## config.mk

```make
export PLATFORM = sky130hd
export DESIGN_NAME = cv32e40p_rf_write_arbiter
export DESIGN_NICKNAME = d
export VERILOG_FILES = /design/src/rtl/cv32e40p_rf_write_arbiter.sv
export SDC_FILE = /design/constraint.sdc
export NUM_CORES = 1
export LEC_CHECK = 0
export BUFFER_PORTS_ARGS = -buffer_cell sky130_fd_sc_hd__buf_4
export CORE_UTILIZATION = 47
export CTS_CLUSTER_SIZE = 12
export DETAILED_ROUTE_END_ITERATION = 6
export GPL_ROUTABILITY_DRIVEN = 0
export GPL_TIMING_DRIVEN = 0
export PLACE_DENSITY = 0.73
export SETUP_SLACK_MARGIN = 0.5
export SKIP_LAST_GASP = 1
export SLEW_MARGIN = 10
export SYNTH_ARGS = -nofsm -noshare
export SYNTH_HDL_FRONTEND = slang
export SYNTH_SLANG_ARGS = --single-unit
```

## constraint.sdc

```tcl
create_clock -name clk -period 5 [get_ports clk]
set_input_delay 0.75 -clock clk [delete_from_list [all_inputs] [get_ports clk]]
set_output_delay 0.75 -clock clk [all_outputs]
set_load 0.02 [all_outputs]
```

## src/rtl/cv32e40p_rf_write_arbiter.sv

```systemverilog
// Schedules EX / LSU / APU-FIFO writebacks onto the two register-file write ports.
// Optional anti-starvation for the APU FIFO head: define CV32E40P_RF_ARB_STARVE_EN.
module cv32e40p_rf_write_arbiter #(
  parameter int ADDR_WIDTH   = 6,
  parameter int DATA_WIDTH   = 32,
  parameter int FIFO_DEPTH   = 2,
  parameter int STARVE_LIMIT = 4
) (
  input  logic                          clk,
  input  logic                          rst_n,
  input  logic                          ex_valid_i,
  input  logic [ADDR_WIDTH-1:0]         ex_waddr_i,
  input  logic [DATA_WIDTH-1:0]         ex_wdata_i,
  input  logic                          lsu_valid_i,
  input  logic [ADDR_WIDTH-1:0]         lsu_waddr_i,
  input  logic [DATA_WIDTH-1:0]         lsu_wdata_i,
  output logic                          lsu_ready_o,
  input  logic                          apu_valid_i,
  input  logic [ADDR_WIDTH-1:0]         apu_waddr_i,
  input  logic [DATA_WIDTH-1:0]         apu_wdata_i,
  output logic                          apu_ready_o,
  output logic [$clog2(FIFO_DEPTH):0]   fifo_cnt_o,
  output logic [ADDR_WIDTH-1:0]         waddr_a_o,
  output logic [DATA_WIDTH-1:0]         wdata_a_o,
  output logic                          we_a_o,
  output logic [ADDR_WIDTH-1:0]         waddr_b_o,
  output logic [DATA_WIDTH-1:0]         wdata_b_o,
  output logic                          we_b_o
);
  localparam int PW = $clog2(FIFO_DEPTH);
  localparam int CW = PW + 1;

  logic [PW-1:0]         rd_ptr_q, rd_ptr_d, wr_ptr_q, wr_ptr_d;
  logic [CW-1:0]         cnt_q, cnt_d;
  logic [ADDR_WIDTH-1:0] mem_addr_q [FIFO_DEPTH];
  logic [DATA_WIDTH-1:0] mem_data_q [FIFO_DEPTH];

  logic                  we_a_q, we_a_d, we_b_q, we_b_d;
  logic [ADDR_WIDTH-1:0] waddr_a_q, waddr_a_d, waddr_b_q, waddr_b_d;
  logic [DATA_WIDTH-1:0] wdata_a_q, wdata_a_d, wdata_b_q, wdata_b_d;

  logic                           push, pop, f_valid, f_prio;
  logic [2:0]                     cand_v, take;
  logic [2:0][ADDR_WIDTH-1:0]     cand_a;
  logic [2:0][DATA_WIDTH-1:0]     cand_d;
  logic [2:0][1:0]                order;
  logic [1:0]                     nsel;
  logic [1:0]                     src;

  assign apu_ready_o = (cnt_q < CW'(FIFO_DEPTH));
  assign push        = apu_valid_i & apu_ready_o;
  assign f_valid     = (cnt_q != '0);
  assign fifo_cnt_o  = cnt_q;

`ifdef CV32E40P_RF_ARB_STARVE_EN
  logic [3:0] starve_q, starve_d;
  assign f_prio = (starve_q == 4'(STARVE_LIMIT));

  always_comb begin
    starve_d = starve_q;
    if (!f_valid || pop)                    starve_d = '0;
    else if (starve_q < 4'(STARVE_LIMIT))   starve_d = starve_q + 4'd1;
  end

  always_ff @(posedge clk) begin
    if (!rst_n) starve_q <= '0;
    else        starve_q <= starve_d;
  end
`else
  assign f_prio = 1'b0;
`endif

  // Candidate indices: 0 = EX, 1 = LSU, 2 = FIFO head. EX always walks first.
  always_comb begin
    cand_v    = {f_valid, lsu_valid_i, ex_valid_i};
    cand_a    = {mem_addr_q[rd_ptr_q], lsu_waddr_i, ex_waddr_i};
    cand_d    = {mem_data_q[rd_ptr_q], lsu_wdata_i, ex_wdata_i};
    order     = f_prio ? {2'd1, 2'd2, 2'd0} : {2'd2, 2'd1, 2'd0};
    take      = '0;
    nsel      = '0;
    src       = '0;
    we_a_d    = 1'b0;
    waddr_a_d = waddr_a_q;
    wdata_a_d = wdata_a_q;
    we_b_d    = 1'b0;
    waddr_b_d = waddr_b_q;
    wdata_b_d = wdata_b_q;
    for (int k = 0; k < 3; k++) begin
      src = order[k];
      if (cand_v[src]) begin
        // x0 writes are discarded but still count as consumed
        if (cand_a[src] == '0) begin
          take[src] = 1'b1;
        end else if (nsel == 2'd0) begin
          take[src] = 1'b1;
          we_a_d    = 1'b1;
          waddr_a_d = cand_a[src];
          wdata_a_d = cand_d[src];
          nsel      = 2'd1;
        end else if (nsel == 2'd1 && cand_a[src] != waddr_a_d) begin
          take[src] = 1'b1;
          we_b_d    = 1'b1;
          waddr_b_d = cand_a[src];
          wdata_b_d = cand_d[src];
          nsel      = 2'd2;
        end
      end
    end
  end

  assign lsu_ready_o = take[1];
  assign pop         = take[2];

  always_comb begin
    wr_ptr_d = wr_ptr_q + PW'(push);
    rd_ptr_d = rd_ptr_q + PW'(pop);
    cnt_d    = cnt_q + CW'(push) - CW'(pop);
  end

  always_ff @(posedge clk) begin
    if (!rst_n) begin
      rd_ptr_q  <= '0;
      wr_ptr_q  <= '0;
      cnt_q     <= '0;
      we_a_q    <= 1'b0;
      waddr_a_q <= '0;
      wdata_a_q <= '0;
      we_b_q    <= 1'b0;
      waddr_b_q <= '0;
      wdata_b_q <= '0;
    end else begin
      rd_ptr_q  <= rd_ptr_d;
      wr_ptr_q  <= wr_ptr_d;
      cnt_q     <= cnt_d;
      we_a_q    <= we_a_d;
      waddr_a_q <= waddr_a_d;
      wdata_a_q <= wdata_a_d;
      we_b_q    <= we_b_d;
      waddr_b_q <= waddr_b_d;
      wdata_b_q <= wdata_b_d;
    end
  end

  // Storage needs no reset: clearing the pointers invalidates every entry.
  always_ff @(posedge clk) begin
    if (push) begin
      mem_addr_q[wr_ptr_q] <= apu_waddr_i;
      mem_data_q[wr_ptr_q] <= apu_wdata_i;
    end
  end

  assign we_a_o    = we_a_q;
  assign waddr_a_o = waddr_a_q;
  assign wdata_a_o = wdata_a_q;
  assign we_b_o    = we_b_q;
  assign waddr_b_o = waddr_b_q;
  assign wdata_b_o = wdata_b_q;

endmodule
```

Word level (Yosys, flattened, before mapping). Memory sizes are Yosys's and may differ from the RTL's. A register that Yosys moved wholly into a read port is not among the register bits. Index checks and enable logic that the tools add are counted.

Register bits after elaboration: 82. Memory bits (writable): 76. Memories: 2.

Memory list: mem_data_q (words 2, width 32, rd ports 1, clocked after Yosys merged registers in 1, wr ports 1, RTL line 36) `logic [DATA_WIDTH-1:0] mem_data_q [FIFO_DEPTH];`; mem_addr_q (words 2, width 6, rd ports 1, clocked after Yosys merged registers in 1, wr ports 1, RTL line 35) `logic [ADDR_WIDTH-1:0] mem_addr_q [FIFO_DEPTH];`.

Add/subtract/negate cells: 4. Order comparisons: 1. Eq/ne operators: 4. Mux-type cells: 67. Bitwise gates (word level): 1. Reductions and logical operators: 8.

Operators with widths (count): $mux W32 (16); $mux W6 (16); $mux W1 (22); $mux W3 (7); $logic_not A6 Y1 (3); $mux W2 (6); $ne A6 B6 Y1 (2); $eq A2 B1 Y1 const B (2); $logic_not A2 Y1 (2); $add A1 B1 Y1 (2); $add A2 B1 Y2 (1); $logic_and A1 B1 Y1 (2); $lt A2 B2 Y1 const B (1); $reduce_bool A2 Y1 (1); $sub A2 B1 Y2 (1); $and A1 B1 Y1 (1).

Longest topological paths before layout. Gate-level depths: netlist of run 1.

Depth in word-level cells: 17. Gate-level depth with buffers: 16.

Worst setup path after synthesis of run 1. No wires, ideal clock.

Kind: input to register. From: in lsu_valid_i. To: reg cnt_q[1], in the netlist fifo_cnt_o[1]. Arrival time: 3707 ps. Path slack: 1178 ps. Cell stages on the path: 16. Path through: clkbuf_1 > mux2_2 > a31o_2 > mux2i_1 > xor2_1 > or4_1 > clkbuf_1 > buf_2 > a21oi_1 > nor2_1 > ha_1 > inv_1 > ha_1 > xnor2_1 > xnor2_1 > and2_1.

Cells in the longest elaborated chain, start to end: 8. Elaborated cells between the ends (all ways): 12. Classes of those cells: add/sub: 1; eq/ne: 2; mux: 7; reduce/logical: 2.

RTL lines: from (decl) (RTL line 14) `input logic lsu_valid_i,`; $mux W6 / $mux W2 (equally long branches) (RTL line 90) `if (cand_v[src]) begin`; $ne A6 B6 Y1 / $eq A2 B1 Y1 (equally long branches) (RTL line 100) `end else if (nsel == 2'd1 && cand_a[src] != waddr_a_d) begin`; $logic_and A1 B1 Y1 (RTL line 100); $mux W3 (RTL line 100); $mux W3 (RTL line 94) `end else if (nsel == 2'd0) begin`; $mux W3 (RTL line 92) `if (cand_a[src] == '0) begin`; $mux W3 (*) (RTL line 90); $sub A2 B1 Y2 (*) (RTL line 117) `cnt_d = cnt_q + CW'(push) - CW'(pop);`; to (signal assigned) (RTL line 134) `cnt_q <= cnt_d;`; to (decl) (RTL line 34) `logic [CW-1:0] cnt_q, cnt_d;`.

Every way passes the cells marked *; elsewhere a longest branch is shown, timed or not. A chain may end at the register's enable or synchronous reset.

Final worst setup path of run 1.
From: in ex_waddr_i[0]. To: reg cnt_q[1], in the netlist fifo_cnt_o[1].

Cells in the longest elaborated chain, start to end: 16. Elaborated cells between the ends (all ways): 25. Classes of those cells: add/sub: 1; eq/ne: 4; mux: 15; reduce/logical: 5.

RTL lines: from (decl) (RTL line 12) `input logic [ADDR_WIDTH-1:0] ex_waddr_i,`; $logic_not A6 Y1 (RTL line 92); $mux W6 / $mux W1 (equally long branches) (RTL line 92); $mux W6 / $mux W2 (equally long branches) (RTL line 90); $ne A6 B6 Y1 / $eq A2 B1 Y1 (equally long branches) (RTL line 100); $logic_and A1 B1 Y1 (RTL line 100); $mux W2 (RTL line 100); $mux W2 (RTL line 94); $mux W2 (RTL line 92); $mux W2 (RTL line 90); $eq A2 B1 Y1 (RTL line 100); $logic_and A1 B1 Y1 (RTL line 100); $mux W3 (RTL line 100); $mux W3 (*) (RTL line 94); $mux W3 (*) (RTL line 92); $mux W3 (*) (RTL line 90); $sub A2 B1 Y2 (*) (RTL line 117).

Marks and branches as above.

==> flow_summary.yaml, run 1 <==
synthesis:
  synth_nets: 824
  synth_warnings: 0
  synth_area_leaders: "edfxtp_1 31%, dfxtp_1 23%, mux2_2 7.0%"
  syn_avg_cell_area_sq_um: 10.53
  yosysSeqAreaShare_pct: 53.43
  async_flop_share_pct: 0
  synth_flop_cell: "dfxtp_1"
  synth_area_leader_cell: "edfxtp_1"
  synth_seq_cells: 159
  synth-edff-count: 76
  netlist.area_leader.share_pct: 30.92
  netlist_area_sq_mm: 0.007381
  synthCells: 701
  synth_cell_types: 45
grt:
  gr-total-overflow: 0
  grt_pass1_vias: 6381
  antenna_found_initial: 0
  grt_use_total_pct: 28.37
  grt_max_degree: 26
  grt_pass1_wl_um: 34490
outcome:
  outcome: "complete, no violations"
route:
  avgViaCountPerCell: 5.748
  routedWlPerCell_um: 19.58
  drc: 0
  ant_nets: 0
  vias: 6581
  drt_iter0_drc: 546
  drt-total-wl_um: 22420
  dr.pass1.iters: 5
clock_tree:
  clock-root-buffer: "clkbuf_16"
  cts.sink_count: 159
  post_cts_buffers: 0
  cts_tree: "done"
  cts_resized: 0
  clk_latency_ns: 0.43
  htree_levels: 4
  clockBufferDepth: 2
  ctsHoldBuffers: 0
  cts_buffers: 17
  cts.clk_slew.worst_paths_ns: 0.06
die:
  die_area_sq_mm: 0.01621
  start_util_pct: 48.37
  fp-row-count: 45
  die_w_um: 127.3
  coreArea_sq_mm: 0.01526
  ioPinCount: 201
  die_h_um: 127.3
worst_setup_path:
  required_ns: 5.32
  crit_type: "in2reg"
  end_kind: "flop"
  crit_fanout: 10
  path_cells: "buf_4, nor4_4, a21oi_1, o211ai_1, nand4_1, or4_1, clkbuf_1, buf_2, a21oi_1, nor2_1, ha_1, inv_1, ha_1, xnor2_1, xnor2_1, and2_1"
  critPathLaunchType: "input port"
  slowest_delay_ns: 0.54
  critPathArrivalTime_ns: 4.27
  critPathSlowestCell: "nor4_4"
power:
  fin_total_pwr_uw: 4844
  p_per_area_mw_per_mm2: 494.2
  p_leak_uw: 0.003853
  vdd_ir_drop_max_mv: 0.3028
timing:
  min_period_ns: 3.946
  hold_viol: 0
  fin_crit_sh_pct: 78.92
  setup_tns_ns: 0
  worstMarginPinSlew_ns: 0.6879
  fin_worst_skew_ns: 0.009638
  finalSetupViolations: 0
  slew_headroom_pct: 54.14
  hold-worst-slack_ns: 0.5008
  drv_slew: 0
  fmaxAchievable_mhz: 253.4
  rsz0062_at_grt: "no"
finish:
  syn2layout_area_growth_pct: 32.80
  drive_gt1_share_pct: 31.48
  postLayoutCoreUtil_pct: 64.24
  diodes: 0
  final_nets: 1044
place:
  hpwl_um: 16190
  portBuffers: 199
job:
  maxCapViolations: 0
worst_hold_path:
  hold_path_class: "in2reg"
worst paths after layout:
check,from,endpoint,slack [ns],depth (start not counted)
worst min register to register,rd_ptr_q$_SDFF_PN0_,flop,0.55,2
worst min-delay path,apu_wdata_i[0],mem_data_q[1][0]$_DFFE_PP_,0.50,1
worst max register to register,flop,waddr_a_o[5]$_SDFF_PN0_,1.29,10
worst max-delay path,ex_waddr_i[0],fifo_cnt_o[1]$_SDFF_PN0_,1.05,16
layout make-up:
class / count / area [sq um]
Inverter: 45 / 168.9
Multi-Input combinational cell: 438 / 3032
Tap cell: 211 / 264.0
Fill cell: 1236 / 5456
Timing Repair Buffer: 201 / 1534
Clock buffer: 21 / 493.0
Sequential cell: 159 / 3944
Buffer: 59 / 241.5
Clock inverter: 11 / 125.1
synth_stat cells, drive strengths merged, types with 8 or more instances:
cell / count
inv: 45
a21oi: 42
dfxtp: 83
o32ai: 38
edfxtp: 76
o211ai: 68
mux2: 46
and2: 8
xnor2: 8
nor3: 42
nand2: 77
a21boi: 32
buf: 19
clkbuf: 40
nor2: 12
layout by cell type (no fill, tap or decap), types with 3 or more instances in the layout:
| master | instances |
|---|---|
| o32ai_1 | 38 |
| a31oi_1 | 6 |
| o211ai_1 | 68 |
| clkbuf_1 | 41 |
| xnor2_1 | 8 |
| edfxtp_1 | 76 |
| clkinv_2 | 4 |
| a21boi_0 | 32 |
| nor3_1 | 42 |
| buf_1 | 9 |
| nand3_1 | 3 |
| mux2_2 | 46 |
| and2_1 | 8 |
| nor3b_1 | 3 |
| a21oi_1 | 42 |
| buf_4 | 202 |
| nor2_1 | 12 |
| nor2b_1 | 3 |
| dfxtp_1 | 83 |
| o21a_1 | 3 |
| a311oi_1 | 3 |
| nand2_1 | 77 |
| inv_1 | 45 |
| clkbuf_16 | 19 |
| a211oi_1 | 4 |
| o21ai_0 | 3 |
| buf_2 | 7 |
| mux2i_1 | 6 |
state kept, by name, indices dropped and copies added (netlist names), named ones only:
| name | cells |
|---|---|
| we_a_o | 1 |
| rd_ptr_q | 1 |
| mem_data_q | 64 |
| we_b_o | 1 |
| waddr_a_o | 6 |
| wdata_b_o | 32 |
| wdata_a_o | 32 |
| mem_addr_q | 12 |
| wr_ptr_q | 1 |
| waddr_b_o | 6 |
| fifo_cnt_o | 2 |
metal layers:
metal  track usage, %  part of all wire, %  vias to the layer above  routed length (um)
met2            45.90                   47                      328               10550
met5                0                    0                        -                   0
li1                 -                    -                     3075                   -
met1            37.08                   43                     3139                9626
met3            5.821                  7.3                       39                1641
met4            11.83                  2.7                        0                 604
critical path, delay by kind of cell:
kind            cells  cell delay (ns)
xor+xnor            2             0.25
compound gates      3             0.80
simple gates        5             1.45
buf+inv             4             0.55
fa+ha+maj           2             0.46
kinds of logic (layout without fill, tap and decap cells):
kind of cell,Yosys count,count (layout),share of synthesized area [%]
xor gates and xnor gates,10,10,1.187
DFF,159,159,53.43
muxes,52,52,7.832
AOI/OAI and AO/OA,214,214,21.19
buffers and inverters,104,337,5.560
and+or+nand+nor,158,158,10.12
adders and majority gates,4,4,0.6781
where the power goes:
part,leakage [uW],switching (uW),total (uW),internal [uW]
Clock,0.000305,533,1340,811
Sequential,0.00140,135,1770,1640
Combinational,0.00215,1010,1730,718
metrics by stage:
step	setup slack (ns)	area, sq um	instances
after floorplan	1.178	7381	701
after global placement	0.6935	9139	1111
after detailed placement	0.6765	9184	1113
after CTS	1.114	9802	1145
after global routing	0.8272	9802	1145
final	1.054	9802	1145
No activity file was read; power rests on OpenSTA's default activity.
==> inputs of run 2 (changes only) <==
--- a/config.mk
+++ b/config.mk
@@ -11,7 +11,7 @@
 export DETAILED_ROUTE_END_ITERATION = 6
 export GPL_ROUTABILITY_DRIVEN = 0
 export GPL_TIMING_DRIVEN = 0
-export PLACE_DENSITY = 0.73
+export PLACE_DENSITY = 0.76
 export SETUP_SLACK_MARGIN = 0.5
 export SKIP_LAST_GASP = 1
 export SLEW_MARGIN = 10
==> constraint.sdc (replaced) <==
create_clock -name clk -period 3.4 [get_ports clk]
set_input_delay 0.51 -clock clk [delete_from_list [all_inputs] [get_ports clk]]
set_output_delay 0.51 -clock clk [all_outputs]
set_load 0.02 [all_outputs]
==> flow_summary.yaml, run 2 (synthesized netlist as in run 1, its figures left out) <==
outcome:
  outcome: "complete, no violations"
clock_tree:
  cts_buffers: 17
  cts.sink_count: 159
  cts.clk_slew.worst_paths_ns: 0.06
  ctsHoldBuffers: 0
  clockBufferDepth: 2
  cts_tree: "done"
  clock-root-buffer: "clkbuf_16"
  clk_latency_ns: 0.42
  htree_levels: 4
power:
  vdd_ir_drop_max_mv: 0.3958
  p_seq_share_pct: 35.0
  p_switching_uw: 2530
  clock_power_share_pct: 28.9
  p_leak_uw: 0.004058
  power.internal_uw: 4940
  p_comb_share_pct: 36.1
  swShare_pct: 33.87
  fin_total_pwr_uw: 7470
  p_per_area_mw_per_mm2: 730.6
finish:
  diodes: 0
  multi_input_area_sq_mm: 0.003167
  layout_commonest_cell: "buf_4"
  final_nets: 1063
  postLayoutCellArea_sq_mm: 0.01022
  final_cell_mix: "216 x buf_4, 80 x dfxtp_1, 77 x nand2_1, 76 x edfxtp_1, 68 x o211ai_1"
  seqCellArea_sq_mm: 0.003950
  fillers: 1187
  largest_reg_flops: 64
  drive_gt1_share_pct: 37.25
  syn2layout_area_growth_pct: 38.52
  regMostFlops: "mem_data_q"
  postLayoutCoreUtil_pct: 67.00
timing:
  fmaxAchievable_mhz: 315.3
  rsz0062_at_grt: "yes"
  min_period_ns: 3.171
  finalSetupViolations: 0
  drv_slew: 0
  fin_crit_sh_pct: 93.28
  setup_ws_ns: 0.2286
  slew_headroom_pct: 49.66
  fin_worst_skew_ns: 0.006712
  hold_viol: 0
  worstMarginPinSlew_ns: 0.7551
  hold-worst-slack_ns: 0.2674
route:
  ant_nets: 0
  dr.pass1.iters: 5
  avgViaCountPerCell: 5.811
  routedWlPerCell_um: 19.89
  vias: 6764
  drc: 0
  drt-total-wl_um: 23150
  drt_iter0_drc: 540
worst_setup_path:
  critPathLaunchType: "input port"
  critPathSlowestCell: "or4_4"
  cpMostUsedCell: "buf_8"
  cp.buffers_inverters: 6
  crit_fanout: 3
  required_ns: 3.72
  crit_type: "in2reg"
  path_cells: "buf_8, nor4_4, buf_4, a21o_1, buf_6, mux2i_4, xor2_2, or4_4, buf_8, buf_8, a21oi_2, nor2_1, ha_1, inv_2, ha_4, xnor2_2, xnor2_1, and2_1"
  r2r_slack_ns: 0.25
  critPathArrivalTime_ns: 3.49
  slowest_delay_ns: 0.56
  cpLargestDelayFamily: "simple AND/OR/NAND/NOR gates"
  end_kind: "flop"
grt:
  grt_pass1_vias: 6506
  gr-total-overflow: 0
  antenna_found_initial: 0
  grt_use_total_pct: 28.36
  grt_max_degree: 28
  grt_pass1_wl_um: 34830
place:
  dp_slack_ns: -0.5101
  portBuffers: 199
  hpwl_um: 16110
  post_dp_cell_area_sq_mm: 0.009219
die:
  ioPinCount: 201
  die_h_um: 127.3
  die_area_sq_mm: 0.01621
  die_w_um: 127.3
  fp-row-count: 45
  coreArea_sq_mm: 0.01526
  start_util_pct: 48.37
job:
  maxCapViolations: 0
worst_hold_path:
  hold_path_class: "in2reg"
==> run 2: layer usage <==
layer / vias up / part of all wire (%) / GRT usage [%]
li1: 3111 / - / -
met4: 0 / 2.7 / 11.76
met3: 45 / 7.2 / 4.732
met1: 3240 / 42 / 37.50
met2: 368 / 48 / 46.26
met5: - / 0 / 0
==> run 2: through the flow <==
stage	std cells	TNS [ns]
final	1164	0
after global routing	1164	0
after CTS	1160	0
after detailed placement	1113	-4.992
after global placement	1111	-4.078
after floorplan	701	-0.04410
==> run 2: worst reg2reg max path, delay by kind of cell (launching register included) <==
family,cells,cell delay (ns)
and+or+nand+nor,4,0.88
DFF,1,0.35
AOI/OAI and AO/OA,3,0.53
xor gates and xnor gates,2,0.26
muxes,1,0.29
buffers and inverters,3,0.30
adders and majority gates,2,0.45
==> run 2: power groups by stage <==
stage	clock network, uW	registers, uW	logic, uW
after detailed placement	0	2630	2540
final	2160	2620	2700
after global routing	2250	2640	2900
after floorplan	0	2840	1350
after global placement	0	2640	2460
after CTS	2170	2610	2640
==> run 2: layout make-up <==
class	count	area share [%]
sequential	159	38.64
tap	211	2.582
buffer	59	3.047
inverter	45	1.652
clock inverter	15	2.362
timing repair buffer	220	16.58
clock buffer	17	4.161
multi-input combinational	438	30.98
==> run 2: path summary, 6_finish.rpt <==
kind | startpoint | endpoint | depth (start not counted)
setup reg to reg | waddr_a_o[1]$_SDFF_PN0_ | fifo_cnt_o[1]$_SDFF_PN0_ | 15
setup / recovery | ex_waddr_i[0] | fifo_cnt_o[1]$_SDFF_PN0_ | 18
hold reg to reg | rd_ptr_q$_SDFF_PN0_ | flop | 2
hold / removal | apu_wdata_i[2] | mem_data_q[0][2]$_DFFE_PP_ | 1
==> run 2: timing repair <==
action | CTS | global route
setup buffers | 15 | 4
setup endpoints to repair | 70 | 61
gates resized for setup | 37 | 27
pin swaps | 12 | 1
==> inputs of run 3 (changes only) <==
--- a/config.mk
+++ b/config.mk
@@ -11,7 +11,7 @@
 export DETAILED_ROUTE_END_ITERATION = 6
 export GPL_ROUTABILITY_DRIVEN = 0
 export GPL_TIMING_DRIVEN = 0
-export PLACE_DENSITY = 0.76
+export PLACE_DENSITY = 0.73
 export SETUP_SLACK_MARGIN = 0.5
 export SKIP_LAST_GASP = 1
 export SLEW_MARGIN = 10
==> constraint.sdc (replaced) <==
create_clock -name clk -period 3 [get_ports clk]
set_input_delay 0.45 -clock clk [delete_from_list [all_inputs] [get_ports clk]]
set_output_delay 0.45 -clock clk [all_outputs]
set_load 0.02 [all_outputs]
==> flow_summary.yaml, run 3 (synthesized netlist as in run 1, its figures left out) <==
outcome:
  outcome: "finished, violations left"
  violations: "setup timing"
route:
  drc: 0
  dr.pass1.iters: 5
  avgViaCountPerCell: 5.750
  drt_iter0_drc: 522
  ant_nets: 0
  drt-total-wl_um: 23420
  vias: 6693
  routedWlPerCell_um: 20.12
place:
  portBuffers: 199
  post-place-cells: 1113
  hpwl_um: 16260
timing:
  rsz0062_at_grt: "yes"
  hold_viol: 0
  drv_slew: 0
  worstMarginPinSlew_ns: 0.7334
  slew_headroom_pct: 51.11
  min_period_ns: 3.210
  setup_ws_ns: -0.2105
  setup_tns_ns: -2.577
  fin_worst_skew_ns: 0.007809
  fin_crit_sh_pct: 107.0
  finalSetupViolations: 24
  fmaxAchievable_mhz: 311.5
grt:
  grt_pass1_wl_um: 35120
  gr-total-overflow: 0
  grt_max_degree: 28
  grt_use_total_pct: 28.87
  antenna_found_initial: 0
  grt_pass1_vias: 6478
job:
  maxCapViolations: 0
power:
  p_per_area_mw_per_mm2: 817.8
  power.internal_uw: 5501
  p_seq_share_pct: 35.3
  vdd_ir_drop_max_mv: 0.4845
  p_comb_share_pct: 38.2
  p_switching_uw: 2900
  p_leak_uw: 0.004086
  swShare_pct: 34.52
  clock_power_share_pct: 26.5
clock_tree:
  clockBufferDepth: 2
  htree_levels: 4
  cts_buffers: 17
  ctsHoldBuffers: 0
  clock-root-buffer: "clkbuf_16"
  cts.clk_slew.worst_paths_ns: 0.06
  cts.sink_count: 159
  cts_tree: "done"
  clk_latency_ns: 0.43
finish:
  final_nets: 1063
  postLayoutCoreUtil_pct: 67.32
  diodes: 0
  finalNonFillerCells: 1164
  largest_reg_flops: 64
  fillers: 1234
  drive_gt1_share_pct: 38.61
  layout_commonest_cell: "buf_4"
  final_cell_mix: "218 x buf_4, 79 x dfxtp_1, 77 x nand2_1, 76 x edfxtp_1, 68 x o211ai_1"
  syn2layout_area_growth_pct: 39.18
  regMostFlops: "mem_data_q"
die:
  die_area_sq_mm: 0.01621
  start_util_pct: 48.37
  fp-row-count: 45
  die_h_um: 127.3
  coreArea_sq_mm: 0.01526
  die_w_um: 127.3
  ioPinCount: 201
worst_setup_path:
  r2r_cells: 15
  critPathArrivalTime_ns: 3.53
  crit_fanout: 8
  critPathLaunchType: "input port"
  end_kind: "flop"
  required_ns: 3.32
  crit_type: "in2reg"
  r2r_slack_ns: -0.21
worst_hold_path:
  hold_path_class: "in2reg"
  hold_depth: 1
run 3: path summary, 6_finish.rpt:
check                           startpoint                          to
setup reg to reg                      flop    fifo_cnt_o[1]$_SDFF_PN0_
hold / removal              apu_wdata_i[3]  mem_data_q[0][3]$_DFFE_PP_
setup / recovery            lsu_waddr_i[4]    fifo_cnt_o[1]$_SDFF_PN0_
hold reg to reg   wdata_b_o[10]$_SDFF_PN0_    wdata_b_o[10]$_SDFF_PN0_
run 3: power by group through the flow:
stage / sequential [uW] / combinational [uW] / clock (uW)
final: 2970 / 3210 / 2230
after global routing: 3000 / 3430 / 2330
after CTS: 2950 / 3030 / 2230
after detailed placement: 2980 / 2900 / 0
after global placement: 2990 / 2820 / 0
after floorplan: 3220 / 1540 / 0
run 3: final cells by class:
cell class / instances / area (sq um) / area share (%)
sequential: 159 / 3951 / 38.47
multi-input combinational: 438 / 3214 / 31.29
timing repair buffer: 220 / 1703 / 16.58
clock buffer: 24 / 513.0 / 4.994
buffer: 59 / 356.6 / 3.471
tap: 211 / 264.0 / 2.570
inverter: 45 / 168.9 / 1.644
clock inverter: 8 / 101.3 / 0.9866
run 3: per-stage QoR:
step | total power, uW | instance area [sq um] | setup WS (ns) | hold slack, ns
5_1_grt | 8754 | 10270 | -0.3199 | 0.1914
2_1_floorplan | 4760 | 7422 | -0.3841 | 0.4958
6_report | 8401 | 10270 | -0.2105 | 0.2044
3_5_place_dp | 5880 | 9233 | -0.8572 | 0.5476
4_1_cts | 8209 | 10050 | -0.1214 | 0.1953
3_3_place_gp | 5808 | 9180 | -0.8249 | 0.5404
run 3: what timing repair did:
action                                  in CTS  in global routing
endpoints found under the hold margin        0                  0
resized for setup                           33                 74
buffers inserted                            13                  6
endpoints found under the setup margin      82                 80
pin swaps                                   14                  9
run 3: routing by layer:
metal | vias to the layer above | part of all wire, % | track usage (%)
met3 | 45 | 7.0 | 5.737
met2 | 313 | 48 | 47.32
met1 | 3230 | 43 | 37.95
met5 | - | 0 | 0
met4 | 0 | 2.4 | 10.50
li1 | 3105 | - | -
run 3: worst max-delay path, stage by stage:
cell and delay [ns]:
buf_4 0.13, nor4_4 0.27, buf_6 0.18, a31oi_1 0.14, o211ai_1 0.22, nand4b_1 0.22, or4_4 0.57, buf_8 0.15
buf_8 0.12, a21oi_4 0.14, nor2_2 0.05, ha_1 0.29, inv_2 0.04, ha_4 0.15, xnor2_2 0.12, xnor2_1 0.11
and2_1 0.15
